<file path="src/rtl/cell_bist_pkg.sv">
// Purpose: shared types and constants for the cell BIST controller (state enum, polynomial, seeds).
// Latency: n/a (package only).
// Backpressure: n/a.
package cell_bist_pkg;

  // Controller states
  typedef enum logic [1:0] {
    ST_IDLE = 2'd0,
    ST_RUN  = 2'd1,
    ST_DONE = 2'd2
  } state_t;

  // Galois feedback taps shared by the stimulus generator and the MISR
  localparam logic [15:0] LFSR_POLY = 16'hB400;
  // Stimulus generator start value
  localparam logic [15:0] LFSR_SEED = 16'hACE1;
  // Signature register start value
  localparam logic [15:0] MISR_SEED = 16'h0000;

  // One Galois right-shift step without parallel input
  function automatic logic [15:0] shift_step(input logic [15:0] x);
    return {1'b0, x[15:1]} ^ (x[0] ? LFSR_POLY : 16'h0000);
  endfunction

endpackage

</file>
<file path="src/rtl/cell_bist_lfsr16.sv">
// Purpose: 16-bit Galois shift register with parallel XOR input; serves as LFSR (din=0) or MISR (din=response).
// Latency: one cycle per step; load and reset both return to SEED.
// Backpressure: none; en=0 holds the register.
module cell_bist_lfsr16
  import cell_bist_pkg::*;
#(
  parameter logic [15:0] SEED = 16'h0000,
  parameter int          QW   = 16
) (
  input  logic          CLK,
  input  logic          RST,
  input  logic          load,
  input  logic          en,
  input  logic [15:0]   din,
  output logic [QW-1:0] q
);

  logic [15:0] r;

  // Register: reset/load to seed, otherwise step when enabled
  always_ff @(posedge CLK or posedge RST) begin
    if (RST) begin
      r <= SEED;
    end else if (load) begin
      r <= SEED;
    end else if (en) begin
      r <= shift_step(r) ^ din;
    end
  end

  // Only the low QW bits leave the block; the full register keeps feeding back internally
  assign q = r[QW-1:0];

endmodule

</file>
<file path="src/rtl/cell_bist_ctrl.sv">
// Purpose: BIST run controller: drives LFSR stimulus into a cell cluster, compresses responses in a MISR, compares to GOLDEN.
// Latency: STIM-to-capture one cycle; BUSY high for NPAT cycles (plus any HOLD cycles), then DONE.
// Backpressure: optional HOLD input (build macro CELL_BIST_HOLD_EN) freezes a run; START is ignored while running.
module cell_bist_ctrl
  import cell_bist_pkg::*;
#(
  parameter int WIDTH = 8,
  parameter int OUTW  = 8,
  parameter int NPAT  = 256
) (
  input  logic             CLK,
  input  logic             RST,
  input  logic             START,
  input  logic [15:0]      GOLDEN,
  input  logic [OUTW-1:0]  RESP,
`ifdef CELL_BIST_HOLD_EN
  input  logic             HOLD,
`endif
  output logic [WIDTH-1:0] STIM,
  output logic             BUSY,
  output logic             DONE,
  output logic [15:0]      SIG,
  output logic             PASS
);

  localparam logic [15:0] LAST_CNT = 16'(NPAT - 1);

  state_t      state;
  state_t      state_nxt;
  logic [15:0] cnt;
  logic        start_acc;
  logic        run_adv;
  logic        run_ok;
  logic        last_pat;
  logic [15:0] resp_ext;
  logic [15:0] misr_q;

  // Decide whether a RUN cycle is allowed to advance this edge
`ifdef CELL_BIST_HOLD_EN
  assign run_ok = ~HOLD;
`else
  assign run_ok = 1'b1;
`endif

  // The capture on which cnt reaches NPAT-1 is the final pattern of the run
  assign last_pat = (cnt == LAST_CNT);

  // Next-state logic and status outputs
  always_comb begin
    state_nxt = state;
    start_acc = 1'b0;
    run_adv   = 1'b0;
    BUSY      = 1'b0;
    DONE      = 1'b0;
    case (state)
      ST_IDLE: begin
        if (START) begin
          start_acc = 1'b1;
          state_nxt = ST_RUN;
        end
      end
      ST_RUN: begin
        BUSY = 1'b1;
        if (run_ok) begin
          run_adv = 1'b1;
          if (last_pat) begin
            state_nxt = ST_DONE;
          end
        end
      end
      ST_DONE: begin
        DONE = 1'b1;
        if (START) begin
          start_acc = 1'b1;
          state_nxt = ST_RUN;
        end
      end
      default: begin
        state_nxt = ST_IDLE;
      end
    endcase
  end

  // State register
  always_ff @(posedge CLK or posedge RST) begin
    if (RST) begin
      state <= ST_IDLE;
    end else begin
      state <= state_nxt;
    end
  end

  // Pattern counter: cleared on run start, counts captured patterns; the terminal count stops it before wrap
  always_ff @(posedge CLK or posedge RST) begin
    if (RST) begin
      cnt <= 16'h0000;
    end else if (start_acc) begin
      cnt <= 16'h0000;
    end else if (run_adv) begin
      cnt <= cnt + 16'h0001;
    end
  end

  // Zero-extend the cluster response to the MISR width
  always_comb begin
    resp_ext           = 16'h0000;
    resp_ext[OUTW-1:0] = RESP;
  end

  // Stimulus generator: free-running LFSR with no parallel input
  cell_bist_lfsr16 #(
    .SEED (LFSR_SEED),
    .QW   (WIDTH)
  ) u_gen (
    .CLK  (CLK),
    .RST  (RST),
    .load (start_acc),
    .en   (run_adv),
    .din  (16'h0000),
    .q    (STIM)
  );

  // Signature register: same step, response folded in each RUN cycle
  cell_bist_lfsr16 #(
    .SEED (MISR_SEED),
    .QW   (16)
  ) u_misr (
    .CLK  (CLK),
    .RST  (RST),
    .load (start_acc),
    .en   (run_adv),
    .din  (resp_ext),
    .q    (misr_q)
  );

  assign SIG = misr_q;

  // Verdict only meaningful once the run has finished; GOLDEN is expected static across DONE
  assign PASS = (state == ST_DONE) && (misr_q == GOLDEN);

endmodule

</file>
<file path="config.mk">
export PLATFORM = sky130hd
export DESIGN_NAME = cell_bist_ctrl
export DESIGN_NICKNAME = d
export VERILOG_FILES = /design/src/rtl/cell_bist_pkg.sv /design/src/rtl/cell_bist_lfsr16.sv /design/src/rtl/cell_bist_ctrl.sv
export SDC_FILE = /design/constraint.sdc
export NUM_CORES = 1
export LEC_CHECK = 0
export ABC_AREA = 1
export BUFFER_PORTS_ARGS = -buffer_cell sky130_fd_sc_hd__clkbuf_2
export CORE_ASPECT_RATIO = 0.5
export CORE_UTILIZATION = 40
export DETAILED_ROUTE_END_ITERATION = 10
export PLACE_DENSITY = 0.72
export SLEW_MARGIN = 20
export SYNTH_ARGS = -nofsm -noshare
export SYNTH_HDL_FRONTEND = slang
export SYNTH_SLANG_ARGS = --single-unit
</file>
<file path="constraint.sdc">
create_clock -name CLK -period 3.1 [get_ports CLK]
set_input_delay 0.62 -clock CLK [delete_from_list [all_inputs] [get_ports CLK]]
set_output_delay 0.62 -clock CLK [all_outputs]
set_load 0.01 [all_outputs]
</file>
[Word level (Yosys, flattened, before mapping)]
Index checks and enable logic that the tools add are counted.
Word-level totals
  bits in registers: 50
  input port bits: 27
  word-level logic and storage cells: 34
Cells by class
  equal/unequal tests: 6
  bitwise gates (word level): 3
  muxes and demuxes: 15
  add/sub/neg operators: 1
  reduce and logical (&&, ||, !) cells: 5
Operators by type and width (count)
  $mux 16: 8
  $xor 15x16->16: 2
  $add 16x1->16 const B: 1
  $eq 16x16->1: 1
  $eq 16x8->1 const B: 1
  $xor 16x8->16: 1
  $mux 1: 4
  $mux 2: 2
  $pmux 2 s2: 1
  $eq 2x1->1 const B: 1
  $eq 2x2->1 const B: 1
  $logic_not 2->1: 1
  $ne 2x1->1 const B: 1
  $ne 2x2->1 const B: 1
  $reduce_and 2->1: 1
  $reduce_bool 2->1: 1
  $reduce_or 2->1: 1
  $logic_and 1x1->1: 1

[Longest topological paths before layout]
Gate-level depths: netlist (run 1).
  word-level depth: 5
  depth in mapped cells: 9
  gate-level depth less buffers: 9

[Hierarchy]
A second synthesis (run 1) with hierarchy kept.
Second synthesis, totals
  cell total of the unflattened synthesis: 408
  area, all modules: 3021.6 um2
Modules (own cells, without submodules)
  cell_bist_ctrl: area an instance 1307.5 um2, cells an instance 207, instances 1
  cell_bist_lfsr16 at u_gen: area an instance 909.6 um2, cells an instance 109, instances 1
  cell_bist_lfsr16 at u_misr: area an instance 804.5 um2, cells an instance 92, instances 1

[Worst setup path before layout (run 1)]
Ideal clock, no wire load.
  path kind: input port to output port
  start point: in GOLDEN[6]
  end point: out PASS
  required time: 2.480 ns
  arrival time: 1.111 ns
  stages on the path: 7
  setup slack: 1.369 ns
  path buffers: 0
  path through: inv_1 nand2_1 nand2_1 nand3_1 nor2_1 nand3_1 nor2_1
Between the ends
  longest elaborated chain between the ends: 2
RTL lines
  start, declared: line cell_bist_ctrl.sv:14  | input logic [15:0] GOLDEN,
  $eq 16x16->1: line cell_bist_ctrl.sv:139  | assign PASS = (state == ST_DONE) && (misr_q == GOLDEN);
  $logic_and 1x1->1: line cell_bist_ctrl.sv:139
  end, declared: line cell_bist_ctrl.sv:23  | output logic PASS
No other way between the ends.

[Worst setup path in the final report (run 1)]
  start point: reg state[0]
  end point: out PASS
Between the ends
  longest elaborated chain between the ends: 2
RTL lines
  start, declared: line cell_bist_ctrl.sv:28  | state_t state;
  start signal, assigned: line cell_bist_ctrl.sv:89  | state <= state_nxt;
  $eq 2x2->1: line cell_bist_ctrl.sv:139
  $logic_and 1x1->1: line cell_bist_ctrl.sv:139
No other way between the ends.

==> results of run 1 <==
metal layers:
layer | vias up | share of wire, %
met4 | 0 | 1.3
met2 | 46 | 44
li1 | 1191 | -
met1 | 1071 | 51
met3 | 5 | 3.7
met5 | - | 0
worst max-delay path: cells and delay by family, from the launching register on:
kind	cells	cell delay [ns]
buf+inv	2	0.26
flops	1	0.39
simple gates	6	0.71
metrics by stage:
step	instances	total power, mW	area, um2	setup slack (ns)	util (%)
after detailed placement	481	2.085	2977	1.044	47.20
final	489	2.628	3124	0.8250	49.54
after global routing	489	2.842	3124	0.7383	49.54
after floorplan	354	1.837	2714	1.292	-
after CTS	489	2.643	3124	0.8274	49.54
after global placement	481	2.069	2977	1.026	47.20
power groups by stage:
stage / sequential (mW) / combinational [mW] / clock, mW
after global routing: 1.18 / 1.08 / 0.585
after CTS: 1.14 / 0.942 / 0.560
after global placement: 1.14 / 0.927 / 0
final: 1.14 / 0.934 / 0.551
after floorplan: 1.16 / 0.682 / 0
after detailed placement: 1.15 / 0.938 / 0
layout make-up:
class | instances | area [um2] | share of cell area (%)
Sequential cell | 50 | 1261 | 40.37
Multi-Input combinational cell | 215 | 1051 | 33.64
Timing Repair Buffer | 55 | 280.3 | 8.971
Inverter | 73 | 274.0 | 8.771
Clock buffer | 7 | 142.6 | 4.565
Tap cell | 88 | 110.1 | 3.524
Clock inverter | 1 | 5.005 | 0.1602
flip-flops by register name, summed over array words and instances (netlist names):
name	count
cnt	16
state	2
u_gen.r	16
u_misr.q	16
cells by family after synthesis:
kind of cell / count (synthesis)
DFF: 50
and+or+nand+nor: 136
buffers and inverters: 89
adders and majority gates: 1
AOI/OAI and AO/OA: 73
xor gates and xnor gates: 5
cell usage after synthesis:
master / instances
inv_2: 3
nand2_4: 2
nand4_1: 3
o21ai_2: 1
nand2_2: 4
buf_2: 3
nor2_1: 31
ha_1: 1
nand3_1: 14
xor2_1: 2
inv_1: 69
a22o_1: 1
o21ai_0: 31
buf_6: 4
buf_4: 9
o31ai_1: 1
dfstp_2: 8
dfrtp_1: 42
a21o_2: 1
xnor2_1: 3
clkinv_1: 1
o22ai_1: 15
nor2_4: 1
a31oi_1: 1
a21oi_1: 16
nor2_2: 3
nand2b_1: 1
nor3_1: 2
nand2_1: 75
a22oi_1: 6
final timing paths:
kind                               endpoint  slack (ns)  cells after the start
min in group CLK                u_gen.r[15]        0.49                      2
worst max register to register      cnt[14]        1.50                      8
worst min register to register  u_gen.r[15]        0.49                      2
worst min-delay path            u_misr.q[4]        0.35                      2
max in group asynchronous       u_gen.r[13]        1.98                      3
worst max-delay path                   PASS        0.82                      8
==> impl_metrics.py, run 1 <==
metrics = {
    "pwr": {
        "p_int_mw": 1.646,
        "pwr-share-comb_pct": 35.6,
        "power.leakage_nw": 1.696,
        "pwr-share-seq_pct": 43.5,
        "power_density_nw_per_um2": 841.0,
        "p_clk_share_pct": 21.0,
        "p_sw_share_pct": 37.35,
        "irDropWorstVdd_mv": 0.3253,
        "p_sw_mw": 0.9813,
    },
    "floorplanning": {
        "core_area_um2": 6306,
        "dieWidth_um": 118.5,
        "die_h_um": 60.25,
        "die-area_um2": 7138,
        "num_rows": 20,
        "io_pins": 54,
        "initial_utilization_pct": 43.04,
    },
    "placed_design": {
        "dp_hpwl_mm": 4.059,
        "gp_congestion": 0.8350,
        "io_buffers": 53,
    },
    "global_routing": {
        "antenna_found_initial": 0,
        "grt_pass1_vias": 2159,
        "grt_usage_pct": 17.26,
        "grtUsageMet1_pct": 23.08,
        "use_met3_pct": 3.244,
        "busiest_layer": "met2",
        "grt_overflow": 0,
        "grt_pass1_wl_mm": 9.563,
        "grt_max_degree": 29,
        "grt_use_met2_pct": 28.15,
    },
    "drt": {
        "dr_total_vias": 2313,
        "wl_mm": 5.650,
        "drcViolationCount": 0,
        "ant_nets": 0,
        "drt_pre_antenna_iters": 4,
        "initialDrtViolationCount": 182,
        "avgViaCountPerCell": 4.730,
        "post_drt_wl_per_cell_um": 11.55,
    },
    "finish": {
        "fillerInstances": 620,
        "final_cell_mix": "nand2_1 (75), inv_1 (68), clkbuf_2 (53)",
        "n_antenna_cell": 0,
        "layout_commonest_cell": "nand2_1",
        "drive_gt1_share_pct": 21.45,
        "fin_nets": 428,
        "synthToLayoutAreaGrowth_pct": 15.12,
    },
    "status": {
        "status": "finished, final reports clean",
    },
    "synthesis": {
        "synthAdderAreaFrac_pct": 0.4610,
        "synth_top_area_cell": "dfrtp_1",
        "synth_xor_area_share_pct": 1.614,
        "yosys.area_share.simple_pct": 21.39,
        "netlist_top_cells_area": "dfrtp_1 (39%), nand2_1 (10%), inv_1 (9.5%)",
        "ys.warnings.count": 0,
        "synth_area_um2": 2714,
        "synth.distinct_cells": 30,
        "synth_area_per_cell_um2": 7.666,
        "yosysSeqAreaShare_pct": 46.47,
        "synth_top_area_share_pct": 38.73,
        "synth_compound_area_share_pct": 15.26,
        "synth_mux_area_share_pct": 0,
        "synth_top_family_by_area": "simple AND/OR/NAND/NOR gates",
        "synth_fp_nets": 382,
        "synth_seq_cells": 50,
        "synthCells": 354,
    },
    "clock_network": {
        "cts_made_buffers": 5,
        "cts.path.max_buffers": 2,
        "post_cts_buffers": 0,
        "cts.repair.resized": 0,
        "root_buffer": "clkbuf_16",
        "htree_levels": 2,
        "postCtsHoldBufs": 0,
        "clock_latency_ns": 0.29,
        "clk_pin_slew_ns": 0.07,
        "clock_sinks": 50,
        "cts_tree": "done",
    },
    "worst_setup_path": {
        "startpoint": "state[0]",
        "cp.arrival_ns": 1.66,
        "timing.rr.start": "state[0]",
        "critPathKind": "flip-flop to output port",
        "worst_setup_path_start_kind": "flip-flop",
        "slowest_delay_ns": 0.39,
        "cp_common_cell": "nor2_1",
        "path_cells": "inv_1, nand2_1, nor2_1, nand2_1, nor2_1, nand3_1, nor2_1, clkbuf_2",
        "cp.required_ns": 2.48,
        "path_max_fanout": 3,
        "slowest_stage": "dfrtp_1",
        "critPathCaptureType": "output port",
    },
    "sta": {
        "fin_crit_ns": 2.275,
        "tightest_slew_ns": 0.5258,
        "final_hold_viol_count": 0,
        "fin_tns_setup_ns": 0,
        "whs_ns": 0.3471,
        "fmax_mhz": 439.6,
        "relSlewSlack_pct": 64.90,
        "setup_violations": 0,
        "rsz0062_at_grt": "no",
        "fin_crit_sh_pct": 73.39,
        "finClkSkew_ns": 0.006469,
        "slew_viol_final": 0,
    },
    "hold_path": {
        "hp-class": "input port to async pin",
    },
    "run": {
        "maxCapViolCount": 0,
    },
}
Note: power is estimated with default switching activity, not from simulation.
==> run 2, diff against run 1 <==
==> constraint.sdc (replaced) <==
create_clock -name CLK -period 2.1 [get_ports CLK]
set_input_delay 0.42 -clock CLK [delete_from_list [all_inputs] [get_ports CLK]]
set_output_delay 0.42 -clock CLK [all_outputs]
set_load 0.01 [all_outputs]
==> run 2 against run 1 <==
Clock skew rose by 0.0015 ns. Cell area up 0.72%. Power rose by 48%. Sequential power up 47%. Clock power up 42%. Sequential cell count did not move. Hold slack worse by 0.077 ns. Global-route usage barely moved. Register-to-register slack lost 0.85 ns. Setup slack got worse by 0.68 ns. Clock-buffer cell count shrank 1.
==> impl_metrics.py, run 2 (synthesis results as in run 1) <==
metrics = {
    "placed_design": {
        "place_area_um2": 2999,
        "gp_congestion": 0.7898,
        "io_buffers": 53,
        "dp.cells": 484,
        "dp_hpwl_mm": 4.181,
    },
    "clock_network": {
        "clock_sinks": 50,
        "clk_pin_slew_ns": 0.07,
        "postCtsHoldBufs": 0,
        "cts.path.max_buffers": 2,
        "root_buffer": "clkbuf_16",
        "cts_made_buffers": 5,
        "clock_latency_ns": 0.29,
        "htree_levels": 2,
        "cts_tree": "done",
    },
    "finish": {
        "fin_util_pct": 49.90,
        "final_cell_mix": "nand2_1 (74), inv_1 (67), clkbuf_2 (53)",
        "fin_nets": 431,
        "synthToLayoutAreaGrowth_pct": 15.95,
        "layout.cells.non_filler": 492,
        "fillerInstances": 632,
        "final_cell_area_um2": 3147,
        "multiInputGateArea_um2": 1056,
        "n_antenna_cell": 0,
        "layout_commonest_cell": "nand2_1",
        "drive_gt1_share_pct": 22.77,
        "seq_area_um2": 1261,
    },
    "drt": {
        "dr_total_vias": 2303,
        "post_drt_wl_per_cell_um": 11.74,
        "initialDrtViolationCount": 168,
        "wl_mm": 5.777,
        "avgViaCountPerCell": 4.681,
        "drt_pre_antenna_iters": 4,
        "ant_nets": 0,
        "drcViolationCount": 0,
    },
    "global_routing": {
        "grt_pass1_vias": 2014,
        "grt_max_degree": 51,
        "grt_usage_pct": 17.22,
        "grt_pass1_wl_mm": 9.556,
        "antenna_found_initial": 0,
        "grt_overflow": 0,
    },
    "floorplanning": {
        "initial_utilization_pct": 43.04,
        "die_h_um": 60.25,
        "die-area_um2": 7138,
        "core_area_um2": 6306,
        "dieWidth_um": 118.5,
        "io_pins": 54,
        "num_rows": 20,
    },
    "worst_setup_path": {
        "critPathCaptureType": "output port",
        "path_cells": "inv_2, nand2_2, nor2_2, nand2_1, nor2_1, nand3_1, nor2_1, clkbuf_2",
        "slowest_stage": "dfrtp_1",
        "slowest_delay_ns": 0.39,
        "path_max_fanout": 3,
        "cp_common_cell": "nor2_1",
        "critPathBufInv": 2,
        "critPathKind": "flip-flop to output port",
        "crit_family": "simple AND/OR/NAND/NOR gates",
        "cp.arrival_ns": 1.53,
        "cp.required_ns": 1.68,
        "worst_setup_path_start_kind": "flip-flop",
    },
    "sta": {
        "relSlewSlack_pct": 58.97,
        "fin_crit_sh_pct": 93.04,
        "fin_crit_ns": 1.954,
        "fmax_mhz": 511.8,
        "slew_viol_final": 0,
        "finClkSkew_ns": 0.007921,
        "whs_ns": 0.2702,
        "tightest_slew_ns": 0.6154,
        "setup_violations": 0,
        "fin_tns_setup_ns": 0,
        "final_hold_viol_count": 0,
        "rsz0062_at_grt": "no",
    },
    "pwr": {
        "power.leakage_nw": 1.704,
        "power_density_nw_per_um2": 1236,
        "irDropWorstVdd_mv": 0.4014,
    },
    "run": {
        "maxCapViolCount": 0,
    },
    "hold_path": {
        "hp-class": "input port to async pin",
    },
    "status": {
        "status": "finished, final reports clean",
    },
}
run 2: report_power, final:
group          switching (mW)  leakage [nW]  total (mW)  internal, mW
registers               0.288         0.599        1.68          1.39
clock network           0.343        0.0708       0.785         0.442
logic                   0.844          1.03        1.42         0.579
run 2: cell type report:
| class | count | area share, % |
|---|---|---|
| Clock buffer | 6 | 4.095 |
| Clock inverter | 2 | 0.4374 |
| Inverter | 73 | 8.708 |
| Multi-Input combinational cell | 215 | 33.56 |
| Sequential cell | 50 | 40.08 |
| Tap cell | 88 | 3.499 |
| Timing Repair Buffer | 58 | 9.622 |
run 2: what timing repair did:
action                                  in CTS  in global routing
resized for setup                            0                  3
endpoints found under the hold margin        0                  0
endpoints found under the setup margin       0                  1
buffers inserted                             0                  0
run 2: worst register-to-register path: stages, from the launching register on:
cell and delay, ns:
dfrtp_1 0.39, inv_1 0.07, nand2_2 0.23, inv_2 0.21, buf_4 0.21, nand4_1 0.11, nand2_1 0.09, inv_1 0.04
run 2: routing by layer:
metal / track usage [%] / wire (um) / up-vias
li1: - / - / 1206
met1: 23.49 / 2906 / 1041
met2: 27.65 / 2558 / 46
met3: 3.244 / 228 / 10
met4: 6.691 / 83 / 0
met5: 0 / 0 / -
run 2: stage by stage:
| stage | power, mW | setup slack, ns |
|---|---|---|
| floorplan | 2.712 | 0.4921 |
| global placement | 3.072 | 0.4047 |
| detailed placement | 3.114 | 0.4023 |
| CTS | 3.917 | 0.08479 |
| global route | 4.209 | 0.05157 |
| finish | 3.890 | 0.1462 |
run 2: path summary, 6_finish.rpt:
kind	to	depth (start not counted)	from	slack, ns
setup reg to reg	cnt[12]	7	state[1]	0.65
max in group asynchronous	u_misr.q[10]	3	RST	1.42
hold / removal	cnt[10]	3	RST	0.27
setup / recovery	PASS	8	state[0]	0.15
hold reg to reg	u_gen.r[10]	2	u_gen.r[11]	0.49
min in group CLK	state[1]	2	START	0.39
==> run 3, diff against run 2 <==
--- a/config.mk
+++ b/config.mk
@@ -6,11 +6,11 @@
 export NUM_CORES = 1
 export LEC_CHECK = 0
 export ABC_AREA = 1
-export BUFFER_PORTS_ARGS = -buffer_cell sky130_fd_sc_hd__clkbuf_2
 export CORE_ASPECT_RATIO = 0.5
 export CORE_UTILIZATION = 40
 export DETAILED_ROUTE_END_ITERATION = 10
-export PLACE_DENSITY = 0.72
+export DONT_BUFFER_PORTS = 1
+export PLACE_DENSITY = 0.65
 export SLEW_MARGIN = 20
 export SYNTH_ARGS = -nofsm -noshare
 export SYNTH_HDL_FRONTEND = slang
==> run 3 against run 2 <==
Sequential share of layout area up 3.7 points. Utilization decreased by 4.3 points. Clock power is 2.9% higher. Non-clock buffer count shrank 55. Final cell count down 11%. Power shrank 5.8%. Global-route usage up 0.26 points. Setup slack gained 0.020 ns. Clock skew about the same.
==> impl_metrics.py, run 3 (synthesis results as in run 1) <==
metrics = {
    "drt": {
        "avgViaCountPerCell": 4.975,
        "drcViolationCount": 0,
        "wl_mm": 5.717,
        "drt_pre_antenna_iters": 4,
        "dr_total_vias": 2174,
        "ant_nets": 0,
        "initialDrtViolationCount": 148,
        "post_drt_wl_per_cell_um": 13.08,
    },
    "finish": {
        "final_cell_mix": "nand2_1 (75), inv_1 (68), dfrtp_1 (42)",
        "fin_nets": 376,
        "fin_util_pct": 45.63,
        "seq_area_um2": 1261,
        "drive_gt1_share_pct": 10.03,
        "layout_commonest_cell": "nand2_1",
        "layout.cells.non_filler": 437,
        "n_antenna_cell": 0,
        "multiInputGateArea_um2": 1051,
        "synthToLayoutAreaGrowth_pct": 6.040,
        "final_cell_area_um2": 2878,
        "fillerInstances": 635,
    },
    "sta": {
        "finClkSkew_ns": 0.008000,
        "fmax_mhz": 517.2,
        "relSlewSlack_pct": 62.37,
        "fin_tns_setup_ns": 0,
        "tightest_slew_ns": 0.5637,
        "final_hold_viol_count": 0,
        "fin_crit_ns": 1.934,
        "slew_viol_final": 0,
        "fin_crit_sh_pct": 92.08,
        "rsz0062_at_grt": "no",
        "setup_violations": 0,
        "fin_ws_ns": 0.1664,
    },
    "worst_setup_path": {
        "worst_setup_path_start_kind": "flip-flop",
        "reg2reg_slack_ns": 0.66,
        "cp.arrival_ns": 1.51,
        "timing.rr.end": "cnt[6]",
        "startpoint": "u_misr.q[0]",
        "critPathKind": "flip-flop to output port",
        "cp.required_ns": 1.68,
        "critPathCaptureType": "output port",
        "reg2reg_depth": 6,
        "worstSetupEndpoint": "PASS",
        "timing.rr.start": "state[1]",
        "path_max_fanout": 10,
    },
    "status": {
        "status": "finished, final reports clean",
    },
    "global_routing": {
        "grt_max_degree": 27,
        "grt_overflow": 0,
        "grt_pass1_vias": 2084,
        "grt_pass1_wl_mm": 9.632,
        "grt_usage_pct": 17.48,
        "antenna_found_initial": 0,
    },
    "pwr": {
        "power_density_nw_per_um2": 1274,
        "irDropWorstVdd_mv": 0.4212,
        "p_clk_share_pct": 22.0,
        "pwr-share-comb_pct": 28.2,
        "p_sw_mw": 1.422,
        "p_int_mw": 2.244,
        "p_sw_share_pct": 38.78,
        "pwr-share-seq_pct": 49.8,
        "power.leakage_nw": 1.479,
    },
    "floorplanning": {
        "core_area_um2": 6306,
        "die_h_um": 60.25,
        "num_rows": 20,
        "die-area_um2": 7138,
        "io_pins": 54,
        "initial_utilization_pct": 43.04,
        "dieWidth_um": 118.5,
    },
    "clock_network": {
        "clock_latency_ns": 0.29,
        "cts.repair.resized": 0,
        "clk_pin_slew_ns": 0.07,
        "postCtsHoldBufs": 0,
        "cts_tree": "done",
        "htree_levels": 2,
        "cts_made_buffers": 5,
        "post_cts_buffers": 0,
        "cts.path.max_buffers": 2,
        "clock_sinks": 50,
        "root_buffer": "clkbuf_16",
    },
    "hold_path": {
        "hp-class": "input port to async pin",
    },
    "placed_design": {
        "pre_cts_slack_ns": 0.4720,
        "dp.cells": 429,
        "io_buffers": 0,
        "place_area_um2": 2731,
        "dp_hpwl_mm": 4.159,
        "gp_congestion": 0.8940,
    },
    "run": {
        "maxCapViolCount": 0,
    },
}
[run 3: power by group through the flow]
stage | Clock [mW] | Combinational (mW) | Sequential [mW]
detailed placement | 0 | 1.02 | 1.85
floorplan | 0 | 1.01 | 1.71
global placement | 0 | 0.986 | 1.84
CTS | 0.824 | 1.04 | 1.83
global route | 0.870 | 1.21 | 1.89
finish | 0.808 | 1.03 | 1.82
[run 3: how the worst min path moves through the flow]
stage / startpoint / endpoint / slack [ns] / depth (start not counted)
detailed placement: RST / cnt[10] / 0.40 / 1
CTS: RST / u_gen.r[12] / 0.09 / 1
global route: RST / u_gen.r[12] / 0.11 / 1
global placement: RST / cnt[10] / 0.39 / 1
finish: RST / cnt[14] / 0.06 / 1
floorplan: u_gen.r[15] / u_gen.r[15] / 0.46 / 2
[run 3: through the flow]
stage	power [mW]	hold WS (ns)
final	3.666	0.06409
after global routing	3.964	0.1093
after CTS	3.694	0.08581
after detailed placement	2.878	0.3986
after global placement	2.826	0.3911
after floorplan	2.712	0.4562
[run 3: critical path, cell delays in order (launching register included)]
cell	delay [ns]
dfrtp_1	0.41
clkinv_1	0.24
nand2_1	0.11
o21ai_0	0.09
nor2_1	0.09
nand3_1	0.08
nor2_1	0.21
[run 3: cell type report]
| class | instances | area share, % |
|---|---|---|
| repair buffers | 3 | 1.217 |
| flip-flops and latches | 50 | 43.83 |
| clock inverters | 3 | 0.7391 |
| inverters | 73 | 9.522 |
| clock buffers | 5 | 4.348 |
| well taps | 88 | 3.826 |
| multi-input cells | 215 | 36.52 |
[run 3: per-layer routing]
| metal | track usage [%] | share of wire [%] | vias to the layer above |
|---|---|---|---|
| li1 | - | - | 1092 |
| met1 | 22.35 | 47 | 1013 |
| met2 | 29.50 | 44 | 57 |
| met3 | 4.389 | 7.5 | 12 |
| met4 | 6.148 | 1.7 | 0 |
| met5 | 0 | 0 | - |
